<file path="src/rtl/vote_sequencer_pkg.sv">
// Shared types and helpers for the 2-of-3 majority round controller.
package vote_sequencer_pkg;

  localparam int NUM_VOTERS = 3;

  typedef enum logic [1:0] {
    IDLE    = 2'd0,
    COLLECT = 2'd1,
    RESULT  = 2'd2
  } state_e;

  // Number of set bits in a 3-bit vote vector (0..3).
  function automatic logic [1:0] popcount3(input logic [NUM_VOTERS-1:0] v);
    return {1'b0, v[0]} + {1'b0, v[1]} + {1'b0, v[2]};
  endfunction

  // 2-of-3 majority of a 3-bit vote vector.
  function automatic logic majority3(input logic [NUM_VOTERS-1:0] v);
    return (v[0] & v[1]) | (v[0] & v[2]) | (v[1] & v[2]);
  endfunction

endpackage

</file>
<file path="src/rtl/vote_sequencer_timer.sv">
// Round timeout counter: counts enabled cycles from a clear and flags the
// cycle on which the count reaches TIMEOUT-1. TIMEOUT=0 never expires.
module vote_timer #(
  parameter int unsigned TIMEOUT = 16
) (
  input  logic clk_i,
  input  logic rst_ni,
  input  logic clear_i,
  input  logic en_i,
  output logic expired_o
);

  localparam int unsigned TW = (TIMEOUT < 2) ? 1 : $clog2(TIMEOUT);
  localparam logic [TW-1:0] LAST = TW'((TIMEOUT == 0) ? 0 : TIMEOUT - 1);

  logic [TW-1:0] count_q, count_d;

  // Next count: clear has priority over enable.
  always_comb begin
    count_d = count_q;
    if (clear_i) begin
      count_d = '0;
    end else if (en_i) begin
      count_d = count_q + TW'(1);
    end
  end

  // Count register.
  always_ff @(posedge clk_i or negedge rst_ni) begin
    if (!rst_ni) begin
      count_q <= '0;
    end else begin
      count_q <= count_d;
    end
  end

  assign expired_o = (TIMEOUT != 0) && en_i && (count_q == LAST);

endmodule

</file>
<file path="src/rtl/vote_sequencer.sv">
// Round controller for a 2-of-3 majority vote: collects one vote per voter,
// then presents one registered result per round. Missing votes count as 0.
// Optional result_unan output is enabled by VOTE_SEQUENCER_UNANIMOUS_EN.
module vote_sequencer
  import vote_sequencer_pkg::*;
#(
  parameter int unsigned TIMEOUT = 16,
  parameter int unsigned CNT_W   = 8
) (
  input  logic                  clk,
  input  logic                  reset,
  input  logic [NUM_VOTERS-1:0] vote_val,
  input  logic [NUM_VOTERS-1:0] vote_bit,
  output logic [NUM_VOTERS-1:0] vote_rdy,
  output logic                  result_val,
  input  logic                  result_rdy,
  output logic                  result_bit,
  output logic [1:0]            result_ones,
  output logic                  result_timeout,
  output logic [CNT_W-1:0]      round_count
`ifdef VOTE_SEQUENCER_UNANIMOUS_EN
  ,
  output logic                  result_unan
`endif
);

  state_e                  state_q, state_d;
  logic [NUM_VOTERS-1:0]   got_q, got_d, bits_q, bits_d;
  logic                    res_bit_q, res_bit_d;
  logic [1:0]              res_ones_q, res_ones_d;
  logic                    res_tmo_q, res_tmo_d;
  logic [CNT_W-1:0]        round_q, round_d;
`ifdef VOTE_SEQUENCER_UNANIMOUS_EN
  logic                    res_unan_q, res_unan_d;
`endif

  logic [NUM_VOTERS-1:0]   fire, got_nx, bits_nx;
  logic                    timer_clr, timer_en, expired;
  logic                    load, load_tmo;

  // Ready depends only on state, never on vote_val.
  assign vote_rdy = (state_q == RESULT) ? '0 : ~got_q;
  assign fire     = vote_val & vote_rdy;
  assign got_nx   = got_q | fire;
  assign bits_nx  = (bits_q & ~fire) | (vote_bit & fire);

  vote_timer #(.TIMEOUT(TIMEOUT)) u_timer (
    .clk_i     (clk),
    .rst_ni    (reset),
    .clear_i   (timer_clr),
    .en_i      (timer_en),
    .expired_o (expired)
  );

  // Next-state, vote capture and result latching; a full vote set beats timeout.
  always_comb begin
    state_d    = state_q;
    got_d      = got_q;
    bits_d     = bits_q;
    res_bit_d  = res_bit_q;
    res_ones_d = res_ones_q;
    res_tmo_d  = res_tmo_q;
    round_d    = round_q;
`ifdef VOTE_SEQUENCER_UNANIMOUS_EN
    res_unan_d = res_unan_q;
`endif
    timer_clr  = 1'b1;
    timer_en   = 1'b0;
    load       = 1'b0;
    load_tmo   = 1'b0;
    case (state_q)
      IDLE: begin
        got_d  = got_nx;
        bits_d = bits_nx;
        if (got_nx == '1) begin
          state_d = RESULT;
          load    = 1'b1;
        end else if (|fire) begin
          state_d = COLLECT;
        end
      end
      COLLECT: begin
        timer_clr = 1'b0;
        timer_en  = 1'b1;
        got_d     = got_nx;
        bits_d    = bits_nx;
        if (got_nx == '1) begin
          state_d = RESULT;
          load    = 1'b1;
        end else if (expired) begin
          state_d  = RESULT;
          load     = 1'b1;
          load_tmo = 1'b1;
        end
      end
      RESULT: begin
        if (result_rdy) begin
          state_d    = IDLE;
          got_d      = '0;
          bits_d     = '0;
          res_bit_d  = 1'b0;
          res_ones_d = 2'd0;
          res_tmo_d  = 1'b0;
          round_d    = round_q + CNT_W'(1);
`ifdef VOTE_SEQUENCER_UNANIMOUS_EN
          res_unan_d = 1'b0;
`endif
        end
      end
      default: state_d = IDLE;
    endcase
    if (load) begin
      res_bit_d  = majority3(bits_nx & got_nx);
      res_ones_d = popcount3(bits_nx & got_nx);
      res_tmo_d  = load_tmo;
`ifdef VOTE_SEQUENCER_UNANIMOUS_EN
      res_unan_d = (got_nx == '1) && ((bits_nx == '0) || (bits_nx == '1));
`endif
    end
  end

  // State and result registers; reset discards any partial round.
  always_ff @(posedge clk or negedge reset) begin
    if (!reset) begin
      state_q    <= IDLE;
      got_q      <= '0;
      bits_q     <= '0;
      res_bit_q  <= 1'b0;
      res_ones_q <= 2'd0;
      res_tmo_q  <= 1'b0;
      round_q    <= '0;
`ifdef VOTE_SEQUENCER_UNANIMOUS_EN
      res_unan_q <= 1'b0;
`endif
    end else begin
      state_q    <= state_d;
      got_q      <= got_d;
      bits_q     <= bits_d;
      res_bit_q  <= res_bit_d;
      res_ones_q <= res_ones_d;
      res_tmo_q  <= res_tmo_d;
      round_q    <= round_d;
`ifdef VOTE_SEQUENCER_UNANIMOUS_EN
      res_unan_q <= res_unan_d;
`endif
    end
  end

  assign result_val     = (state_q == RESULT);
  assign result_bit     = res_bit_q;
  assign result_ones    = res_ones_q;
  assign result_timeout = res_tmo_q;
  assign round_count    = round_q;
`ifdef VOTE_SEQUENCER_UNANIMOUS_EN
  assign result_unan    = res_unan_q;
`endif

endmodule

</file>
<file path="config.mk">
export PLATFORM = sky130hd
export DESIGN_NAME = vote_sequencer
export DESIGN_NICKNAME = d
export VERILOG_FILES = /design/src/rtl/vote_sequencer_pkg.sv /design/src/rtl/vote_sequencer_timer.sv /design/src/rtl/vote_sequencer.sv
export SDC_FILE = /design/constraint.sdc
export NUM_CORES = 1
export LEC_CHECK = 0
export BUFFER_PORTS_ARGS = -buffer_cell sky130_fd_sc_hd__buf_4
export CELL_PAD_IN_SITES_DETAIL_PLACEMENT = 0
export CELL_PAD_IN_SITES_GLOBAL_PLACEMENT = 1
export CORE_MARGIN = 5
export CORE_UTILIZATION = 40
export CTS_CLUSTER_DIAMETER = 100
export CTS_CLUSTER_SIZE = 20
export DETAILED_ROUTE_END_ITERATION = 8
export PLACE_DENSITY = 0.74
export SLEW_MARGIN = 15
export SYNTH_ARGS = -nofsm -noshare
export SYNTH_HDL_FRONTEND = slang
export SYNTH_HIERARCHICAL = 1
export SYNTH_SLANG_ARGS = --single-unit
</file>
<file path="constraint.sdc">
create_clock -name clk -period 2.4 [get_ports clk]
set_clock_uncertainty 0.05 [all_clocks]
set_input_delay 0 -clock clk [delete_from_list [all_inputs] [get_ports clk]]
set_output_delay 0 -clock clk [all_outputs]
set_load 0.02 [all_outputs]
</file>
# After elaboration in Yosys (flattened, before gate mapping)
# Cells that the tools add are included.
[op_classes]
addsub = 4
n_eq_ne = 8
mux = 25
bitwise = 13
reduce_logical = 11
[ops]
columns = ["cell", "count"]
rows = [
  ["two-way mux 2 bit", 7],
  ["bitwise AND 3 bit", 4],
  ["case mux 3 bit (2 select lines)", 2],
  ["two-way mux 1 bit", 10],
  ["adder 8 x 1 -> 8 bit, second input constant", 1],
  ["two-way mux 4 bit", 2],
  ["two-way mux 3 bit", 2],
  ["!= test 3 bit, second input constant", 2],
  ["inverter 3 bit", 2],
  ["bitwise OR 3 bit", 2],
  ["case mux 2 bit (3 select lines)", 1],
  ["AND reduction 2 bit", 3],
  ["nonzero test 2 bit", 3],
  ["adder 4 x 1 -> 4 bit, second input constant", 1],
  ["equality test 4 bit, second input constant", 1],
  ["bitwise AND 1 bit", 3],
  ["equality test 3 bit, second input constant", 1],
  ["AND reduction 3 bit", 1],
  ["OR reduction 3 bit", 1],
  ["adder 1 x 1 -> 2 bit", 1],
  ["adder 2 x 1 -> 2 bit", 1],
  ["equality test 2 x 1 -> 1 bit, second input constant", 1],
  ["equality test 2 bit, second input constant", 1],
  ["zero test 2 bit", 1],
  ["other kinds (6)", 7],
]
[word_totals]
regBits = 24
input_bits = 9
out_inout_bits = 16
elab_cells = 69

# Logic depth before layout (Yosys ltp)
# Gate-level depths: netlist of run 1.
[logic_depth]
depth_word = 11
mapped_depth = 7
ltp_nobuf = 6

# Modules after synthesis
# The synthesis of run 1 kept the hierarchy.
[by_module_without_submodules]
columns = ["mod", "instances", "cells_each", "area_per_inst_um2"]
rows = [
  ["vote_sequencer", 1, 105, 1052.3],
  ["vote_timer", 1, 18, 227.7],
]

# Least setup slack after synthesis of run 1
# No wires, ideal clock.
[synth_timing]
path_kind = "register to register"
startpoint = "register state_q[1]"
endpoint = "register res_ones_q[0], in the netlist result_ones[0]"
setup_time_ns = 0.129
arrival_time_ns = 1.551
t_required_ns = 2.221
slack_ns = 0.670
path_stages_with_launch = 8
n_path_buf = 1
cell_sequence = "dfrtp_1 -> buf_6 -> nand2b_1 -> nand3_1 -> o21ai_0 -> fa_1 -> o2111ai_1 -> nand3_1"
[synth_between]
elab_chain_cells = 10
[synth_rtl]
columns = ["item", "line", "rtl"]
rows = [
  ["start, declared", "vote_sequencer.sv:27", "state_e state_q, state_d;"],
  ["start signal, assigned", "vote_sequencer.sv:136", "state_q <= state_d;"],
  ["equality test 2 bit", "vote_sequencer.sv:42, vote_sequencer.sv:71", ""],
  ["two-way mux 3 bit", "vote_sequencer.sv:42", "assign vote_rdy = (state_q == RESULT) ? '0 : ~got_q;"],
  ["bitwise AND 3 bit", "vote_sequencer.sv:43", "assign fire = vote_val & vote_rdy;"],
  ["inverter 3 bit", "vote_sequencer.sv:45", "assign bits_nx = (bits_q & ~fire) | (vote_bit & fire);"],
  ["bitwise AND 3 bit", "vote_sequencer.sv:45", ""],
  ["bitwise OR 3 bit", "vote_sequencer.sv:45", ""],
  ["bitwise AND 3 bit", "vote_sequencer.sv:114", "res_ones_d = popcount3(bits_nx & got_nx);"],
  ["adder 1 x 1 -> 2 bit", "vote_sequencer_pkg.sv:14", "return {1'b0, v[0]} + {1'b0, v[1]} + {1'b0, v[2]};"],
  ["adder 2 x 1 -> 2 bit", "vote_sequencer_pkg.sv:14", ""],
  ["two-way mux 2 bit", "vote_sequencer.sv:112", "if (load) begin"],
  ["end signal, assigned", "vote_sequencer.sv:140", "res_ones_q <= res_ones_d;"],
  ["end, declared", "vote_sequencer.sv:30", "logic [1:0] res_ones_q, res_ones_d;"],
]
# Parallel ways exist; a longest one is shown, timed or not.
# A chain may end at the register's enable or synchronous reset.

# Worst setup path after layout of run 1
# Ends and elaborated chain as after synthesis.

==> results.toml, run 1 <==
[outcome]
status = "finished, final reports clean"

[power_and_ir_drop]
share_comb_of_total_power_pct = 47.7
p_switching_w = 0.0007203
peakVddDrop_mv = 0.4953
seqPwrFrac_pct = 41.6
power_w = 0.001640
power_density_mw_per_mm2 = 1040
p_int_w = 0.0009198
p_clk_share_pct = 10.7
leakage_nw = 0.7418
p_sw_share_pct = 43.92

[clock_tree]
cts-htree-levels = 1
cts_tree = "built"
cts_buffers = 3
clk_latency_ps = 300
cts.hold.buffers_added = 8
cts_setup_buffers = 0
post_cts_resized = 0
clk_pin_slew_worst_paths_ps = 120
clock_sinks = 23
root_buffer = "clkbuf_4"
cts_max_path_buffers = 2

[synth]
syn_avg_cell_area_um2 = 10.41
synth.distinct_cells = 40
seq_area_frac_synth_pct = 44.97
ys_ff_latch = 23
synth_cells = 123
synth_fp_nets = 135
syn_area_mm2 = 0.001280
yosys_warnings = 6

[route]
drc = 0
first_pass_iters = 4
via_count = 1027
dr.first_iter.drc_count = 49
post_drt_wl_per_cell_um = 13.96
drt-total-wl_mm = 2.765
ant_nets = 0
via_per_inst = 5.187

[global_routing]
grt_max_degree = 24
grt_pass1_vias = 1076
met2_usage_pct = 23.39
antenna_found_initial = 0
grtUsageTotal_pct = 13.88
gr-usage-met1_pct = 18.00
grt_overflow = 0
grt-busiest-layer = "met2"
grt.met3_usage_pct = 2.698
grt_pass1_wl_mm = 4.726

[place]
hpwlAfterDp_mm = 2.092
portBuffers = 24
place.gp.congestion = 0.7925
placedCellCount = 186
place_area_mm2 = 0.001471

[die]
fp.dieArea_mm2 = 0.004432
dieHeight_um = 66.57
start_util_pct = 41.93
fp-row-count = 20
pin_count = 25
die_w_um = 66.57
core_mm2 = 0.003053

[final_layout]
drive_gt1_share_pct = 23.38
num_antenna_cells = 0
syn_to_final_growth_pct = 23.26
final_core_util_pct = 51.68
stdcell_count = 198
final_cell_area_mm2 = 0.001578
n_fill_cell = 302
fin_nets = 167

[worst_setup_path]
worstSetupStartpointType = "flop"
crit_fanout = 11
worstSetupPathType = "reg2reg"
critical_path_required_ps = 2600
crit_arrival_ps = 2170
end_kind = "flop"

[sta]
post-route-period-util_pct = 82.08
fin_crit_ps = 1970
maxClockFrequency_mhz = 507.6
fin_tns_setup_ps = 0
hold_viol = 0
finalSetupViolations = 0
slew_violations = 0
worst-slew-pin-transition_ps = 382.1
slew_headroom_pct = 74.53
rsz0062_at_grt = "false"

[hold_path]
hold_class = "in2async"

[job]
drv_cap = 0
[flip-flops by register name, indices dropped and copies added, names as in the netlist]
register / count
got_q: 3
result_timeout: 1
round_count: 8
result_ones: 2
bits_q: 3
u_timer/count_q: 4
state_q: 2
[synth_stat cells]
library cell	n	area share, %
nand4_1	3	1.5
nand2_1	11	3.2
nand3b_1	1	0.59
inv_1	3	0.88
nand3b_4	1	1.6
buf_2	2	0.78
nor2b_1	2	0.98
o2111ai_1	4	2.7
o22ai_1	1	0.49
nor3b_1	1	0.59
xnor2_1	5	3.4
nor2_1	11	3.2
ha_1	2	2.0
mux2i_1	3	2.3
buf_6	3	2.6
o22ai_2	1	0.98
a21oi_1	8	3.1
nand4_4	1	1.7
or2b_1	1	0.59
and3b_1	2	1.4
nand3_1	8	3.1
xor2_1	3	2.1
a211o_2	1	0.78
fa_1	1	1.6
and3_1	1	0.49
a211oi_2	1	0.98
o21ai_1	1	0.39
a32o_1	1	0.78
nor3_2	2	1.6
o2bb2ai_1	1	0.68
mux2_4	1	1.2
o22a_1	1	0.68
and2_1	1	0.49
buf_4	1	0.59
and2b_1	1	0.59
nand2b_1	3	1.5
a21bo_1	1	0.78
o21ai_0	4	1.6
dfrtp_1	23	45
and4_1	1	0.68
[worst paths after layout]
| check | start | end | slack, ps | cells past startpoint |
|---|---|---|---|---|
| max | state_q[1]$_DFFE_PN0P_ | result_ones[0]$_DFFE_PN0P_ | 430 | 5 |
| min | reset | result_timeout$_DFFE_PN0P_ | 70 | 2 |
| max reg2reg | state_q[1]$_DFFE_PN0P_ | result_ones[0]$_DFFE_PN0P_ | 430 | 5 |
| min reg2reg | round_count[7]$_DFFE_PN0P_ | round_count[7]$_DFFE_PN0P_ | 430 | 1 |
| max in group asynchronous | reset | round_count[7]$_DFFE_PN0P_ | 2000 | 2 |
| min in group clk | result_rdy | state_q[1]$_DFFE_PN0P_ | 380 | 3 |
[layer usage]
layer / vias up / wire length (µm)
met3: 2 / 163
li1: 501 / -
met5: - / 0
met4: 0 / 15
met2: 31 / 1339
met1: 493 / 1247
[cell type report]
cell class | instances | area [µm²] | share of cell area (%)
sequential | 23 | 575.6 | 36.48
inverter | 3 | 11.26 | 0.7137
multi-input combinational | 91 | 641.9 | 40.68
clock buffer | 4 | 26.28 | 1.665
timing repair buffer | 33 | 267.8 | 16.97
tap | 44 | 55.05 | 3.489
[power by group through the flow]
stage | sequential, W | clock, W | combinational, W
finish | 0.000682 | 0.000175 | 0.000782
detailed placement | 0.000689 | 0 | 0.000778
floorplan | 0.000680 | 0 | 0.000545
CTS | 0.000682 | 0.000186 | 0.000790
global placement | 0.000687 | 0 | 0.000767
global route | 0.000710 | 0.000209 | 0.000864
[logic make-up after synthesis]
logic type               Yosys count  share of synthesized area, %
XOR/XNOR                           8                         5.474
AO/OA/AOI/OAI                     25                         13.98
flip-flops                        23                         44.97
multiplexers                       4                         3.519
buffers and inverters              9                         4.888
AND/OR/NAND/NOR                   51                         23.66
adder cells (fa/ha/maj)            3                         3.519
[metrics by stage]
step / setup WS (ps) / hold WS [ps]
floorplan: 670.0 / -345.6
detailed placement: 475.4 / -136.9
global route: 253.3 / 84.59
global placement: 527.4 / -136.3
finish: 430.1 / 67.51
CTS: 446.0 / 65.31
[worst max-delay path, cell delays in order (launching register included)]
cell	delay (ps)
dfrtp_1	590
nand2b_1	230
a32o_1	320
fa_1	510
o2111ai_1	110
nand3_1	110
[cells in the final DEF (no fill, tap or decap), drive strengths merged, types with 5 or more instances in the layout]
master       Yosys  final
a21oi            8      8
buf              6     25
dfrtp           23     23
dlygate4sd3      0      8
nand2           11     11
nand3            8      8
nor2            11     11
o21ai            5      5
xnor2            5      5
(Power assumes the default switching activity.)
==> run 2: changes to the inputs <==
==> constraint.sdc (replaced) <==
create_clock -name clk -period 1.85 [get_ports clk]
set_clock_uncertainty 0.05 [all_clocks]
set_input_delay 0 -clock clk [delete_from_list [all_inputs] [get_ports clk]]
set_output_delay 0 -clock clk [all_outputs]
set_load 0.02 [all_outputs]
==> results.toml, run 2 (synthesis results as in run 1) <==
[outcome]
status = "finished, final reports clean"

[global_routing]
grt_overflow = 0
grt_pass1_wl_mm = 4.850
antenna_found_initial = 0
grtUsageTotal_pct = 14.27
grt_pass1_vias = 1009
grt_max_degree = 24

[final_layout]
largest_reg_flops = 8
num_antenna_cells = 0
stdcell_count = 202
syn_to_final_growth_pct = 25.61
regArea_um2 = 575.6
final_common_cell = "buf_4"
multi_input_area_um2 = 641.9
n_fill_cell = 304
final_cell_mix = "29 x buf_4, 23 x dfrtp_1, 11 x nand2_1, 11 x nor2_1"
drive_gt1_share_pct = 25.32
fin_nets = 171

[worst_setup_path]
ff2ff_path_depth = 5
worstSetupPathType = "reg2reg"
r2r_slack_ps = 100
critical_path_required_ps = 2050
r2r-start = "state_q[0]$_DFFE_PN0P_"
worstReg2RegEnd = "result_ones[0]$_DFFE_PN0P_"
end_kind = "flop"
crit_start = "state_q[0]$_DFFE_PN0P_"
worstSetupStartpointType = "flop"
crit_fanout = 6
crit_end = "result_ones[0]$_DFFE_PN0P_"
crit_arrival_ps = 1950

[sta]
fin_crit_ps = 1747
finalSetupViolations = 0
fin_tns_setup_ps = 0
slew_headroom_pct = 77.74
hold_viol = 0
rsz0062_at_grt = "false"
maxClockFrequency_mhz = 572.4
post-route-period-util_pct = 94.43
setup_ws_ps = 103.0
slew_violations = 0
worst-slew-pin-transition_ps = 333.6

[clock_tree]
cts_buffers = 3
post_cts_resized = 0
clock_sinks = 23
cts-htree-levels = 1
clk_latency_ps = 300
cts_setup_buffers = 0
root_buffer = "clkbuf_4"
cts_max_path_buffers = 2
cts.hold.buffers_added = 8
cts_tree = "built"
clk_pin_slew_worst_paths_ps = 120

[place]
hpwlAfterDp_mm = 2.035
portBuffers = 24
place_ws_ps = 130.4
placedCellCount = 190
place.gp.congestion = 0.8361

[route]
drt-total-wl_mm = 2.761
ant_nets = 0
dr.first_iter.drc_count = 146
via_count = 1023
first_pass_iters = 4
post_drt_wl_per_cell_um = 13.67
via_per_inst = 5.064
drc = 0

[die]
core_mm2 = 0.003053
fp.dieArea_mm2 = 0.004432
pin_count = 25
die_w_um = 66.57
fp-row-count = 20
start_util_pct = 41.93
dieHeight_um = 66.57

[hold_path]
hold_class = "in2async"

[power_and_ir_drop]
p_sw_share_pct = 43.25
peakVddDrop_mv = 0.7442
seqPwrFrac_pct = 38.0
share_comb_of_total_power_pct = 51.5
p_clk_share_pct = 10.6
power_density_mw_per_mm2 = 1356
p_switching_w = 0.0009432
p_int_w = 0.001238
leakage_nw = 0.7619

[job]
drv_cap = 0
run 2: worst min path at each step:
stage               startpoint                    endpoint  slack (ps)  depth (start not counted)
floorplan                reset       bits_q[0]$_DFFE_PN0P_        -350                          0
global placement         reset  result_ones[1]$_DFFE_PN0P_        -140                          1
detailed placement       reset  result_ones[0]$_DFFE_PN0P_        -130                          1
CTS                      reset  result_ones[1]$_DFFE_PN0P_          60                          2
global route             reset  result_timeout$_DFFE_PN0P_          80                          2
finish                   reset  result_ones[1]$_DFFE_PN0P_          70                          2
run 2: metal layers:
metal	share of wire, %	vias to the layer above	global-route usage (%)
met1	50	494	19.92
li1	-	505	-
met5	0	-	0
met3	3.7	2	2.024
met4	0.94	0	6.091
met2	45	22	21.91
run 2: power by group through the flow:
stage / Combinational [W] / Sequential (W) / Clock, W
final: 0.00112 / 0.000828 / 0.000230
after global routing: 0.00124 / 0.000858 / 0.000268
after CTS: 0.00113 / 0.000827 / 0.000242
after detailed placement: 0.00112 / 0.000837 / 0
after global placement: 0.00111 / 0.000831 / 0
after floorplan: 0.000707 / 0.000882 / 0
run 2: cell type report:
type / instances / area share, %
Clock buffer: 4 / 1.634
Inverter: 3 / 0.7004
Multi-Input combinational cell: 91 / 39.92
Sequential cell: 23 / 35.80
Tap cell: 44 / 3.424
Timing Repair Buffer: 37 / 18.52
run 2: metrics by stage:
| step | hold slack [ps] | utilization [%] | total power (W) | cell area [µm²] |
|---|---|---|---|---|
| after CTS | 64.36 | 52.66 | 0.002202 | 1608 |
| after global routing | 83.41 | 52.66 | 0.002362 | 1608 |
| after floorplan | -345.6 | - | 0.001588 | 1280 |
| after global placement | -135.8 | 49.18 | 0.001940 | 1501 |
| final | 69.74 | 52.66 | 0.002181 | 1608 |
| after detailed placement | -133.5 | 49.18 | 0.001956 | 1501 |
run 2: worst max-delay path: stages, from the launching register on:
cell and delay (ps):
dfrtp_1 390, nand2b_1 230, a32o_1 310, fa_1 510
o2111ai_1 100, nand3_1 110
==> run 3: changes to the inputs <==
--- a/config.mk
+++ b/config.mk
@@ -13,6 +13,7 @@
 export CTS_CLUSTER_DIAMETER = 100
 export CTS_CLUSTER_SIZE = 20
 export DETAILED_ROUTE_END_ITERATION = 8
+export HOLD_SLACK_MARGIN = 0.1
 export PLACE_DENSITY = 0.74
 export SLEW_MARGIN = 15
 export SYNTH_ARGS = -nofsm -noshare
==> results.toml, run 3 (synthesis results as in run 1) <==
[outcome]
status = "finished, final reports clean"

[worst_setup_path]
crit_slowest_cell = "fa_1"
end_kind = "flop"
critical_path_required_ps = 2050
crit_chain = "nand2b_1 > a32o_1 > fa_1 > o2111ai_1 > nand3_1"
worstSetupPathType = "reg2reg"
crit_fanout = 6
worstReg2RegEnd = "result_ones[0]$_DFFE_PN0P_"
worstSetupStartpointType = "flop"
crit_arrival_ps = 1950
r2r-start = "state_q[0]$_DFFE_PN0P_"
slowest_delay_ps = 510
cp_top_family = "adder cells"
critical_path_buf_inv_count = 0
ff2ff_path_depth = 5
r2r_slack_ps = 110

[clock_tree]
clk_latency_ps = 310
cts_max_path_buffers = 2
cts_buffers = 3
cts-htree-levels = 1
root_buffer = "clkbuf_4"
cts.hold.buffers_added = 10
cts_setup_buffers = 0
clk_pin_slew_worst_paths_ps = 120
post_cts_resized = 0
cts_tree = "built"
clock_sinks = 23

[route]
via_per_inst = 5.074
first_pass_iters = 4
post_drt_wl_per_cell_um = 13.53
ant_nets = 0
dr.first_iter.drc_count = 116
drt-total-wl_mm = 2.761
drc = 0
via_count = 1035

[sta]
slew_headroom_pct = 65.42
finalSetupViolations = 0
hold_viol = 0
fin_tns_setup_ps = 0
maxClockFrequency_mhz = 573.3
setup_ws_ps = 105.7
rsz0062_at_grt = "false"
post-route-period-util_pct = 94.29
slew_violations = 0
worst-slew-pin-transition_ps = 518.7
fin_crit_ps = 1744

[final_layout]
regArea_um2 = 575.6
num_antenna_cells = 0
drive_gt1_share_pct = 25.62
final_cell_mix = "29 x buf_4, 23 x dfrtp_1, 11 x nand2_1, 11 x nor2_1, 9 x dlygate4sd3_1"
largest_reg_flops = 8
fin_nets = 173
final_common_cell = "buf_4"
final_cell_area_mm2 = 0.001623
syn_to_final_growth_pct = 26.78
multi_input_area_um2 = 641.9
n_fill_cell = 301

[die]
pin_count = 25
fp.dieArea_mm2 = 0.004432
die_w_um = 66.57
start_util_pct = 41.93
core_mm2 = 0.003053
dieHeight_um = 66.57
fp-row-count = 20

[global_routing]
grt_pass1_wl_mm = 4.864
grtUsageTotal_pct = 14.30
grt_pass1_vias = 1012
grt_overflow = 0
antenna_found_initial = 0
grt_max_degree = 24

[power_and_ir_drop]
power_w = 0.002186
leakage_nw = 0.7676
power_density_mw_per_mm2 = 1347
peakVddDrop_mv = 0.7443

[place]
portBuffers = 24
hpwlAfterDp_mm = 2.035
place.gp.congestion = 0.8361
place_ws_ps = 130.4
place_area_mm2 = 0.001501

[hold_path]
hold_class = "in2async"

[job]
drv_cap = 0
[run 3: changes by cell type in the layout (fill, tap and decap cells not counted)]
cell	change
buf_2	+1
dlygate4sd3_1	+1
[run 3: report_power, final]
part | total, W | internal, W | switching (W) | leakage [nW]
sequential | 0.000828 | 0.000657 | 0.000171 | 0.296
clock | 0.000230 | 0.0000841 | 0.000146 | 0.0150
combinational | 0.00113 | 0.000501 | 0.000627 | 0.457
[run 3: stage by stage]
| stage | util [%] | std cells | hold WS (ps) |
|---|---|---|---|
| after floorplan | - | 123 | -345.6 |
| after global placement | 49.18 | 190 | -135.8 |
| after detailed placement | 49.18 | 190 | -133.5 |
| after CTS | 53.32 | 204 | 379.4 |
| after global routing | 53.16 | 204 | 287.5 |
| final | 53.16 | 204 | 231.6 |
[run 3: worst min-delay path: stages]
cell	delay (ps)
dlygate4sd3_1	530
buf_4	100
buf_2	430
[run 3: cell type report]
class	instances	share of cell area (%)
inverter	3	0.6939
clock buffer	4	1.619
tap	44	3.392
multi-input combinational	91	39.55
sequential	23	35.47
timing repair buffer	39	19.28
[run 3: layer usage]
layer	vias up	wire (µm)	GRT usage, %
met2	24	1227	21.91
met5	-	0	0
met4	0	48	6.091
met1	496	1378	20.02
met3	4	106	2.024
li1	511	-	-
[run 3: how the worst max path moves through the flow]
| stage | from | to | slack, ps | cells past startpoint |
|---|---|---|---|---|
| 2_1_floorplan | state_q[1]$_DFFE_PN0P_ | result_ones[0]$_DFFE_PN0P_ | 120 | 7 |
| 3_3_place_gp | state_q[0]$_DFFE_PN0P_ | result_ones[0]$_DFFE_PN0P_ | 170 | 5 |
| 3_5_place_dp | state_q[0]$_DFFE_PN0P_ | result_ones[0]$_DFFE_PN0P_ | 130 | 5 |
| 4_1_cts | reset | got_q[0]$_DFFE_PN0P_ | 120 | 3 |
| 5_1_grt | state_q[0]$_DFFE_PN0P_ | result_ones[0]$_DFFE_PN0P_ | 10 | 6 |
| 6_report | state_q[0]$_DFFE_PN0P_ | result_ones[0]$_DFFE_PN0P_ | 110 | 5 |
